$ cat src/rtl/dht11_sensor_emu.sv
// dht11_sensor_emu: DHT11 sensor-side responder that answers a host start pulse with a 40-bit frame
module dht11_sensor_emu #(
  parameter int unsigned TICKS_PER_US  = 100,
  parameter int unsigned START_MIN_US  = 18000,
  parameter int unsigned RESP_DELAY_US = 30,
  parameter int unsigned RESP_LOW_US   = 80,
  parameter int unsigned RESP_HIGH_US  = 80,
  parameter int unsigned BIT_LOW_US    = 50,
  parameter int unsigned BIT0_HIGH_US  = 26,
  parameter int unsigned BIT1_HIGH_US  = 70,
  parameter int unsigned COOLDOWN_US   = 1000000
) (
  input  logic       CLK,
  input  logic       RST,
  input  logic       EN,
  input  logic       DATA_IN,
  output logic       DATA_OE,
  input  logic [7:0] HUM_INT,
  input  logic [7:0] HUM_FLOAT,
  input  logic [7:0] TEMP_INT,
  input  logic [7:0] TEMP_FLOAT,
  output logic       BUSY,
  output logic       FRAME_DONE,
  output logic       START_ERR
);
  localparam logic [31:0] START_T = 32'(START_MIN_US * TICKS_PER_US);
  localparam logic [31:0] RW_T    = 32'(RESP_DELAY_US * TICKS_PER_US);
  localparam logic [31:0] RL_T    = 32'(RESP_LOW_US * TICKS_PER_US);
  localparam logic [31:0] RH_T    = 32'(RESP_HIGH_US * TICKS_PER_US);
  localparam logic [31:0] BL_T    = 32'(BIT_LOW_US * TICKS_PER_US);
  localparam logic [31:0] B0_T    = 32'(BIT0_HIGH_US * TICKS_PER_US);
  localparam logic [31:0] B1_T    = 32'(BIT1_HIGH_US * TICKS_PER_US);
  localparam logic [31:0] CD_T    = 32'(COOLDOWN_US * TICKS_PER_US);

  typedef enum logic [3:0] {
    IDLE, START_MEAS, RESP_WAIT, RESP_LOW, RESP_HIGH, BIT_LOW, BIT_HIGH, END_LOW, COOLDOWN
  } state_t;

  state_t      state_q, state_d;
  logic [31:0] cnt_q, cnt_d, dur;
  logic [39:0] sh_q, sh_d;
  logic [5:0]  bit_q, bit_d;
  logic [2:0]  sync_q, sync_d;
  logic        oe_q, oe_d;
  logic        line_s, fall, last, long_enough;
  logic [7:0]  chk;

  assign line_s      = sync_q[1];
  assign fall        = sync_q[2] & ~sync_q[1];
  assign chk         = HUM_INT + HUM_FLOAT + TEMP_INT + TEMP_FLOAT;
  assign long_enough = cnt_q + 32'd1 >= START_T;
  assign last        = cnt_q == dur - 32'd1;
  assign DATA_OE     = oe_q;
  assign BUSY        = state_q != IDLE && state_q != START_MEAS;
  assign FRAME_DONE  = EN && state_q == END_LOW && last;
  assign START_ERR   = EN && state_q == START_MEAS && line_s && !long_enough;

  // length of the phase the current state represents
  always_comb
    dur = state_q == RESP_WAIT ? RW_T :
          state_q == RESP_LOW  ? RL_T :
          state_q == RESP_HIGH ? RH_T :
          state_q == BIT_HIGH  ? (sh_q[39] ? B1_T : B0_T) :
          state_q == COOLDOWN  ? CD_T : BL_T;

  // protocol sequencing, frame latch/shift and phase counter
  always_comb begin
    state_d = state_q;
    sh_d    = sh_q;
    bit_d   = bit_q;
    sync_d  = {sync_q[1:0], DATA_IN};
    case (state_q)
      IDLE:       if (fall) state_d = START_MEAS;
      START_MEAS: if (line_s) begin
        state_d = long_enough ? RESP_WAIT : IDLE;
        sh_d    = long_enough ? {HUM_INT, HUM_FLOAT, TEMP_INT, TEMP_FLOAT, chk} : sh_q;
        bit_d   = '0;
      end
      RESP_WAIT:  if (last) state_d = RESP_LOW;
      RESP_LOW:   if (last) state_d = RESP_HIGH;
      RESP_HIGH:  if (last) state_d = BIT_LOW;
      BIT_LOW:    if (last) state_d = BIT_HIGH;
      BIT_HIGH:   if (last) begin
        state_d = bit_q == 6'd39 ? END_LOW : BIT_LOW;
        sh_d    = bit_q == 6'd39 ? sh_q : {sh_q[38:0], 1'b0};
        bit_d   = bit_q == 6'd39 ? bit_q : bit_q + 6'd1;
      end
      END_LOW:    if (last) state_d = COOLDOWN;
      COOLDOWN:   if (last) state_d = IDLE;
      default:    state_d = IDLE;
    endcase
    if (!EN) state_d = IDLE;
    cnt_d = (state_d != state_q || state_q == IDLE) ? '0 : cnt_q + 32'd1;
    oe_d  = state_d == RESP_LOW || state_d == BIT_LOW || state_d == END_LOW;
  end

  // state, counter, frame and synchroniser registers
  always_ff @(posedge CLK) begin
    if (RST) begin
      state_q <= IDLE;
      cnt_q   <= '0;
      sh_q    <= '0;
      bit_q   <= '0;
      sync_q  <= 3'b111;
      oe_q    <= 1'b0;
    end else begin
      state_q <= state_d;
      cnt_q   <= cnt_d;
      sh_q    <= sh_d;
      bit_q   <= bit_d;
      sync_q  <= sync_d;
      oe_q    <= oe_d;
    end
  end
endmodule

$ cat config.mk
export PLATFORM = sky130hd
export DESIGN_NAME = dht11_sensor_emu
export DESIGN_NICKNAME = d
export VERILOG_FILES = /design/src/rtl/dht11_sensor_emu.sv
export SDC_FILE = /design/constraint.sdc
export NUM_CORES = 1
export LEC_CHECK = 0
export ABC_AREA = 0
export CELL_PAD_IN_SITES_DETAIL_PLACEMENT = 1
export CELL_PAD_IN_SITES_GLOBAL_PLACEMENT = 2
export CORE_MARGIN = 2
export CORE_UTILIZATION = 34
export CTS_BUF_LIST = sky130_fd_sc_hd__clkbuf_16
export CTS_CLUSTER_SIZE = 40
export DETAILED_ROUTE_END_ITERATION = 6
export GPL_ROUTABILITY_DRIVEN = 0
export GPL_TIMING_DRIVEN = 1
export PLACE_DENSITY = 0.87
export SLEW_MARGIN = 5
export SYNTH_ARGS = -nofsm -noshare
export SYNTH_HDL_FRONTEND = slang
export SYNTH_SLANG_ARGS = --single-unit
export TNS_END_PERCENT = 1
$ cat constraint.sdc
create_clock -name CLK -period 3.91 [get_ports CLK]
set_clock_uncertainty 0.2 [all_clocks]
set_input_delay 0.391 -clock CLK [delete_from_list [all_inputs] [get_ports CLK]]
set_output_delay 0.391 -clock CLK [all_outputs]
set_load 0.01 [all_outputs]
=== Word level (Yosys, flattened, before mapping) ===
Index checks and enable logic that the tools add are counted.
W data, S select, Z words.

* Register bits after elaboration: 86
* Latch bits: 0
* Memory bits (writable): 0
* Bits in read-only memories: 0
* Input bits: 36
* Output and inout bits: 4
* Word-level logic and storage cells: 78
* Memories: 0

* Add/sub/neg operators: 6
* Multiply operators: 0
* Div/mod/pow operators: 0
* $lt $le $gt $ge: 1
* Equality and inequality tests: 19
* Shift-type cells: 0
* Mux-type cells: 28
* Bitwise logic cells: 2
* Reduce and logical (&&, ||, !) cells: 16

{| class="wikitable"
|+ Operator list
! operator !! count
|-
| $mux W40 || 4
|-
| $mux W27 || 5
|-
| $pmux W40 S2 || 1
|-
| $mux W4 || 10
|-
| $pmux W4 S9 || 1
|-
| $add A32 B1 Y32 const B || 1
|-
| $eq A32 B32 Y1 || 1
|-
| $ge A32 B21 Y1 const B || 1
|-
| $sub A32 B1 Y32 const B || 1
|-
| $add A8 B8 Y8 || 3
|-
| $eq A4 B3 Y1 const B || 6
|-
| $mux W6 || 3
|-
| $mux W13 || 1
|-
| $eq A4 B2 Y1 const B || 3
|-
| $pmux W6 S2 || 1
|-
| $ne A2 B2 Y1 const B || 4
|-
| $add A6 B1 Y6 const B || 1
|-
| $eq A6 B6 Y1 const B || 1
|-
| $logic_and A1 B1 Y1 || 6
|-
| $reduce_and A5 Y1 || 1
|-
| $eq A4 B1 Y1 const B || 1
|-
| $eq A4 B4 Y1 const B || 1
|-
| $logic_not A4 Y1 || 1
|-
| $mux W2 || 2
|-
| other kinds (10) || 12
|}

=== Depth between registers and ports, before layout ===
Gate-level depths: netlist of run 1.

* Depth after elaboration: 14
* Depth in mapped cells: 15
* Mapped depth without buffers: 13

=== Worst setup path before layout of run 1 ===
No wires, ideal clock.

* Path type: flip-flop to flip-flop
* From: reg state_q[0]
* To: reg oe_q (netlist: DATA_OE)
* Library setup time: 0.103 ns
* Arrival: 3.471 ns
* Required time: 3.607 ns
* Setup slack: 0.135 ns
* Cell stages (with the launch flop): 14
* Path buffers: 3
* Period minus slack after synthesis: 3.775 ns
* Cells stage by stage: dfxtp_1 buf_2 or4b_1 clkbuf_1 ha_1 xor2_1 nand4b_4 nor4_2 nand4_1 nor4b_4 buf_6 a31oi_1 o22a_1 a2111oi_2

* Cells in the longest elaborated chain, start to end: 14
* Elaborated cells between the ends (all ways): 32
* Those cells by class: add/sub (1); eq/ne (12); mux (16); reduce/logical (3)

{| class="wikitable"
|+ Ends and longest elaborated chain
! item !! RTL line !! text
|-
| start: declaration || 39 || <nowiki>state_t state_q, state_d;</nowiki>
|-
| start signal: assignment || 107 || <nowiki>state_q <= state_d;</nowiki>
|-
| $eq A4 B4 Y1 || 64, 72 ||
|-
| $mux W27 || 64 || <nowiki>state_q == COOLDOWN ? CD_T : BL_T;</nowiki>
|-
| $mux W27 || 63 || <nowiki>state_q == BIT_HIGH ? (sh_q[39] ? B1_T : B0_T) :</nowiki>
|-
| $mux W27 || 62 || <nowiki>state_q == RESP_HIGH ? RH_T :</nowiki>
|-
| $mux W27 || 61 || <nowiki>state_q == RESP_LOW ? RL_T :</nowiki>
|-
| $mux W27 || 60 || <nowiki>dur = state_q == RESP_WAIT ? RW_T :</nowiki>
|-
| $sub A32 B1 Y32 || 52 || <nowiki>assign last = cnt_q == dur - 32'd1;</nowiki>
|-
| $eq A32 B32 Y1 || 52 ||
|-
| $mux W4 (tied with other cells) || 89 || <nowiki>COOLDOWN: if (last) state_d = IDLE;</nowiki>
|-
| $pmux W4 S9 (*) || 72 || <nowiki>case (state_q)</nowiki>
|-
| $mux W4 (*) || 92 || <nowiki>if (!EN) state_d = IDLE;</nowiki>
|-
| $eq A4 B2 Y1 / $eq A4 B3 Y1 (equally long branches) || 94 || <nowiki>oe_d = state_d == RESP_LOW || state_d == BIT_LOW || state_d == END_LOW;</nowiki>
|-
| $logic_or A1 B1 Y1 || 94 ||
|-
| $logic_or A1 B1 Y1 (*) || 94 ||
|-
| end signal: assignment || 105 || <nowiki>oe_q <= 1'b0;</nowiki>
|-
| end signal: assignment || 112 || <nowiki>oe_q <= oe_d;</nowiki>
|-
| end: declaration || 44 || <nowiki>logic oe_q, oe_d;</nowiki>
|}

Mark *: on every way between the ends. The rest lies on a longest branch, timed or not.
A chain may end at the register's enable or synchronous reset.

=== Final worst setup path of run 1 ===
* From: reg state_q[1]
* To: reg sh_q[32]

* Cells in the longest elaborated chain, start to end: 10
* Elaborated cells between the ends (all ways): 20
* Those cells by class: add/sub (1); eq/ne (11); mux (6); reduce/logical (2)

{| class="wikitable"
|+ Ends and longest elaborated chain
! item !! RTL line !! text
|-
| $eq A4 B4 Y1 || 64 ||
|-
| $mux W27 || 64 ||
|-
| $mux W27 || 63 ||
|-
| $mux W27 || 62 ||
|-
| $mux W27 || 61 ||
|-
| $mux W27 || 60 ||
|-
| $sub A32 B1 Y32 || 52 ||
|-
| $eq A32 B32 Y1 || 52 ||
|-
| $ne A2 B2 Y1 (no source line) || - ||
|-
| $reduce_and A5 Y1 (no source line) || - ||
|-
| end signal: assignment || 102 || <nowiki>sh_q <= '0;</nowiki>
|-
| end signal: assignment || 109 || <nowiki>sh_q <= sh_d;</nowiki>
|-
| end: declaration || 41 || <nowiki>logic [39:0] sh_q, sh_d;</nowiki>
|}

Parallel ways exist; a longest one is shown, timed or not.

==> results of run 1 <==
-- final cells by class --
class | instances | area, µm²
Clock buffer | 9 | 225
Fill cell | 1919 | 9480
Inverter | 12 | 45.0
Tap cell | 220 | 275
Timing Repair Buffer | 87 | 858
Sequential cell | 86 | 1730
Clock inverter | 6 | 87.6
Multi-Input combinational cell | 506 | 4000
-- kinds of logic (layout without fill, tap and decap cells) --
logic type	Yosys count	after routing
XOR/XNOR	58	58
adder cells (fa/ha/maj)	28	28
buffers and inverters	70	114
multiplexers	35	35
flip-flops	86	86
other	1	3
AND/OR/NAND/NOR	189	189
AO/OA/AOI/OAI	193	193
-- per-layer routing --
| layer | wire [µm] | part of all wire (%) | vias up | track usage [%] |
|---|---|---|---|---|
| met1 | 8010 | 45 | 2661 | 24.6 |
| met3 | 486 | 2.8 | 12 | 2.99 |
| met4 | 209 | 1.2 | 0 | 5.27 |
| met2 | 8910 | 51 | 68 | 34.2 |
| met5 | 0 | 0 | - | 0 |
| li1 | - | - | 2525 | - |
-- state kept, by name, indices dropped and copies added (netlist names) --
name	count
sh_q	40
cnt_q	32
bit_q	6
state_q	4
sync_q	3
DATA_OE	1
-- stage by stage --
| stage | utilization, % | setup TNS, ps | std cells | area (µm²) | hold slack, ps |
|---|---|---|---|---|---|
| finish | 43.2 | 0 | 926 | 7220 | 212 |
| floorplan | - | 0 | 662 | 5860 | 189 |
| detailed placement | 39.8 | -529 | 906 | 6650 | 202 |
| CTS | 42.0 | -30.5 | 921 | 7010 | 217 |
| global route | 43.2 | -557 | 926 | 7220 | 245 |
| global placement | 39.8 | 0 | 906 | 6650 | 193 |
-- layout by cell type (no fill, tap or decap), drive strengths merged, types with 4 or more instances in the layout --
cell type      count
a21boi             5
a21o               4
a21oi             85
a311oi            37
a31oi              6
and2               7
and3               7
buf               47
clkbuf            11
clkdlybuf4s50     37
clkinv             4
dfxtp             86
fa                14
ha                14
inv               12
mux2i             34
nand2             37
nand2b             8
nand3             27
nand4             17
nor2              28
nor3              15
nor4               8
nor4b              4
o211ai             5
o21ai             20
o31ai              6
or2                5
or4                5
xnor2             31
xor2              27
-- power by group through the flow --
| stage | combinational (µW) | sequential, µW | clock, µW |
|---|---|---|---|
| after floorplan | 211 | 909 | 0 |
| after global placement | 321 | 911 | 0 |
| after detailed placement | 337 | 911 | 0 |
| after CTS | 344 | 892 | 951 |
| after global routing | 386 | 891 | 986 |
| final | 347 | 891 | 932 |
-- path summary, 6_finish.rpt --
kind	from	end	slack, ps	cells after the start
hold / removal	sync_q[0]	sync_q[1]	210	1
hold reg to reg	sync_q[0]	sync_q[1]	210	1
setup reg to reg	state_q[1]	sh_q[32]	50	13
setup / recovery	state_q[1]	sh_q[32]	50	13
-- what timing repair did --
action                                  4_1_cts  5_1_grt
resized for setup                            10       29
cloned                                        0        2
endpoints found under the setup margin       28       54
pin swaps                                     2       14
setup buffers                                 0        3
==> results.cfg, run 1 <==
[critical_path]
cp-end-kind = flop
crit_required_ps = 3950
start_kind = flop
path_cells = or4b_4, buf_4, ha_1, xor2_2, nand3_2, nor4_4, nand4_1, nor4b_4, buf_12, a31o_4, buf_12, a21oi_1, a311oi_1
critPathKind = flop to flop
cp_max_fo = 23
critPathSlowestCell = or4b_4
crit_family = simple AND/OR/NAND/NOR gates
arrival_ps = 3890
crit_top_cell = buf_12
max_stage_delay_ps = 550
path_buf_inv = 3

[layout]
n_antenna_cell = 0
syn_to_final_growth_pct = 23.4
layout-drive-gt1-share_pct = 19.0
nNetsFinal = 766

[route]
dr.pass1.iters = 4
ant_nets = 0
drc_errors = 0
first_iter_violations = 203
vias = 5266
wl_per_cell_um = 19.0
wirelength_um = 17600
vias_per_cell = 5.69

[yosys]
synth-seq-cells = 86
synth_largest_area_cell = dfxtp_1
ys_types = 75
seq_area_frac_synth_pct = 29.4
ys.flop_type = dfxtp_1
synth-xor-area-share_pct = 8.68
synth_cells = 660
netlist_area_um2 = 5850
avgSynthCellArea_um2 = 8.86
yosys.area_share.simple_pct = 18.7
synth_top_family_by_area = compound AO/OA/AOI/OAI gates
synth_edf_count = 0
synth_most_common_cell = dfxtp_1
synth-compound-area-share_pct = 23.7
synthTopCellsByCount = 86 x dfxtp_1, 75 x a21oi_1, 37 x nand2_1
synth_top_cell_area_share_pct = 29.4
synthArstFlopShare_pct = 0
synthMuxAreaShare_pct = 6.01
yosys_warnings = 0
synthAdderAreaFrac_pct = 7.79
yosys-top-cells-area = dfxtp_1 29%, a21oi_1 6.4%, mux2i_1 5.8%, fa_1 4.8%, xnor2_1 4.6%

[clock_tree]
clk_path_buf_depth = 2
path_clk_slew_ps = 70
ctsHoldBuffers = 0
clock_latency_ps = 350
cts_tree = built
cts_buffers = 9
cts_sinks = 86
clockRootBuffer = clkbuf_16
h-tree-depth = 3

[floorplan]
die_area_um2 = 18300
start_util_pct = 35.0
fp.dieW_um = 135
die_h_um = 135
core_um2 = 16700
num_rows = 47
io_pins = 40

[timing]
tightest_slew_ps = 1180
post-route-min-period_ps = 3860
rsz0062_at_grt = yes
fin_ws_ps = 52.8
slew_violations = 0
fmax_ghz = 0.259
setup_viol = 0
slew-limit-headroom_pct = 21.4
hold_viol_final = 0
post-route-period-util_pct = 98.7

[placed_design]
dp_hpwl_um = 12200
place_ws_ps = -196
port_buffers = 39

[job]
drv_cap = 0

[power_and_ir_drop]
power_leakage_uw = 0.00261
finalPower_uw = 2170
seqPwrFrac_pct = 41.1
p_switching_uw = 565
power_density_nw_per_um2 = 301
ir_worst_vdd_uv = 149
clockPowerShare_pct = 42.9
comb_power_share_pct = 16.0
p_sw_share_pct = 26.0
p_int_uw = 1600

[global_route]
grtUsageTotal_pct = 19.4
grt_pass1_wl_um = 28400
grt_pass1_vias = 5558
antenna_found_initial = 0
overflow = 0
grt_max_degree = 76

[outcome]
status = complete, no violations

[min_path]
hp-class = flop to flop
No activity file was read; power rests on OpenSTA's default activity.
==> run 2: changes to the inputs <==
--- a/config.mk
+++ b/config.mk
@@ -8,6 +8,7 @@
 export ABC_AREA = 0
 export CELL_PAD_IN_SITES_DETAIL_PLACEMENT = 1
 export CELL_PAD_IN_SITES_GLOBAL_PLACEMENT = 2
+export CORE_ASPECT_RATIO = 0.6
 export CORE_MARGIN = 2
 export CORE_UTILIZATION = 34
 export CTS_BUF_LIST = sky130_fd_sc_hd__clkbuf_16
==> results.cfg, run 2 (same netlist as run 1, synthesis figures left out) <==
[outcome]
status = complete, no violations

[clock_tree]
cts_sinks = 86
clk_path_buf_depth = 2
clockRootBuffer = clkbuf_16
clock_latency_ps = 350
cts_buffers = 9
cts_tree = built
path_clk_slew_ps = 70
h-tree-depth = 3
ctsHoldBuffers = 0

[floorplan]
start_util_pct = 34.4
core_um2 = 17000
io_pins = 40
die_h_um = 106
die_area_um2 = 18300
num_rows = 37
fp.dieW_um = 173

[layout]
layout.cells.non_filler = 951
final_common_cell = dfxtp_1
nFillCells = 1950
n_antenna_cell = 0
syn_to_final_growth_pct = 23.6
top_regs = sh_q x40, cnt_q x32, bit_q x6
largest-register = sh_q
layout.cells.most_common_list = 75 x dfxtp_1, 74 x a21oi_1, 50 x buf_4
nNetsFinal = 776
largest_register_ffs = 40
layout-drive-gt1-share_pct = 21.1

[timing]
fmax_ghz = 0.259
rsz0062_at_grt = yes
hold_viol_final = 0
setup_viol = 0
post-route-min-period_ps = 3850
slew_violations = 0
slew-limit-headroom_pct = 42.9
setup-tns-final_ps = 0
post-route-period-util_pct = 98.6
tightest_slew_ps = 856

[global_route]
grt_max_degree = 76
overflow = 0
grt_pass1_wl_um = 30200
grt_pass1_vias = 5499
antenna_found_initial = 0
grtUsageTotal_pct = 20.6

[route]
first_iter_violations = 410
wl_per_cell_um = 20.1
vias_per_cell = 5.71
dr.pass1.iters = 5
ant_nets = 0
wirelength_um = 19100
vias = 5428
drc_errors = 0

[power_and_ir_drop]
power_density_nw_per_um2 = 291
ir_worst_vdd_uv = 230
power_leakage_uw = 0.00263

[placed_design]
placed_cells = 929
dp_hpwl_um = 13800
port_buffers = 39

[critical_path]
cp-end-kind = primary output
crit_required_ps = 3320
reg2reg_slack_ps = 120
cp_max_fo = 5
critPathKind = flop to primary output
start_kind = flop
arrival_ps = 3260

[min_path]
hp-class = input pin to flop

[job]
drv_cap = 0
==> run 2: what timing repair did <==
action                                 4_1_cts  5_1_grt
buffers inserted                             0        5
pin swaps                                    1       11
setup endpoints to repair                   37       75
resized for setup                           13       32
endpoints found under the hold margin        0        0
gates cloned                                 0        1
==> run 2: layout make-up <==
cell class,instances,area (µm²),area share [%]
Inverter,12,45.0,0.623
Clock inverter,7,55.1,0.761
Tap cell,234,293,4.05
Sequential cell,86,1740,24.0
Clock buffer,9,225,3.11
Multi-Input combinational cell,506,3970,54.9
Timing Repair Buffer,97,908,12.6
==> run 2: power by group <==
group	internal (µW)	leakage, µW	switching [µW]
Combinational	173	0.00180	189
Clock	439	0.000134	411
Sequential	884	0.000700	6.80
Total	1500	0.00263	607
==> run 2: critical path: stages (launching register included) <==
cell,delay (ps)
dfxtp_1,390
ha_2,250
nand2_1,170
nor3_4,290
buf_4,170
nand4_1,110
xnor2_1,210
a311oi_2,370
o211a_4,270
and3_1,160
clkdlybuf4s50_1,530
==> run 2: stage by stage <==
| stage | hold WS, ps | util (%) | setup slack [ps] | total power [µW] | area [µm²] |
|---|---|---|---|---|---|
| after detailed placement | 210 | 39.6 | -260 | 1250 | 6720 |
| after floorplan | 189 | - | 135 | 1120 | 5860 |
| after CTS | 177 | 41.5 | -46.6 | 2100 | 7060 |
| final | 198 | 42.6 | 56.2 | 2100 | 7230 |
| after global routing | 204 | 42.6 | -71.1 | 2190 | 7230 |
| after global placement | 211 | 39.6 | 5.12 | 1230 | 6720 |
==> run 2: per-layer routing <==
metal	share of wire, %	global-route usage [%]	vias up
met3	4.5	4.04	12
met2	43	31.3	101
li1	-	-	2540
met4	0.59	3.51	0
met1	52	30.3	2775
met5	0	0	-
==> run 2: worst paths after layout <==
check	start	to	cells after the start
max	cnt_q[0]	START_ERR	10
min	RST	DATA_OE	2
max reg2reg	state_q[0]	sh_q[10]	14
min reg2reg	sync_q[0]	sync_q[1]	1
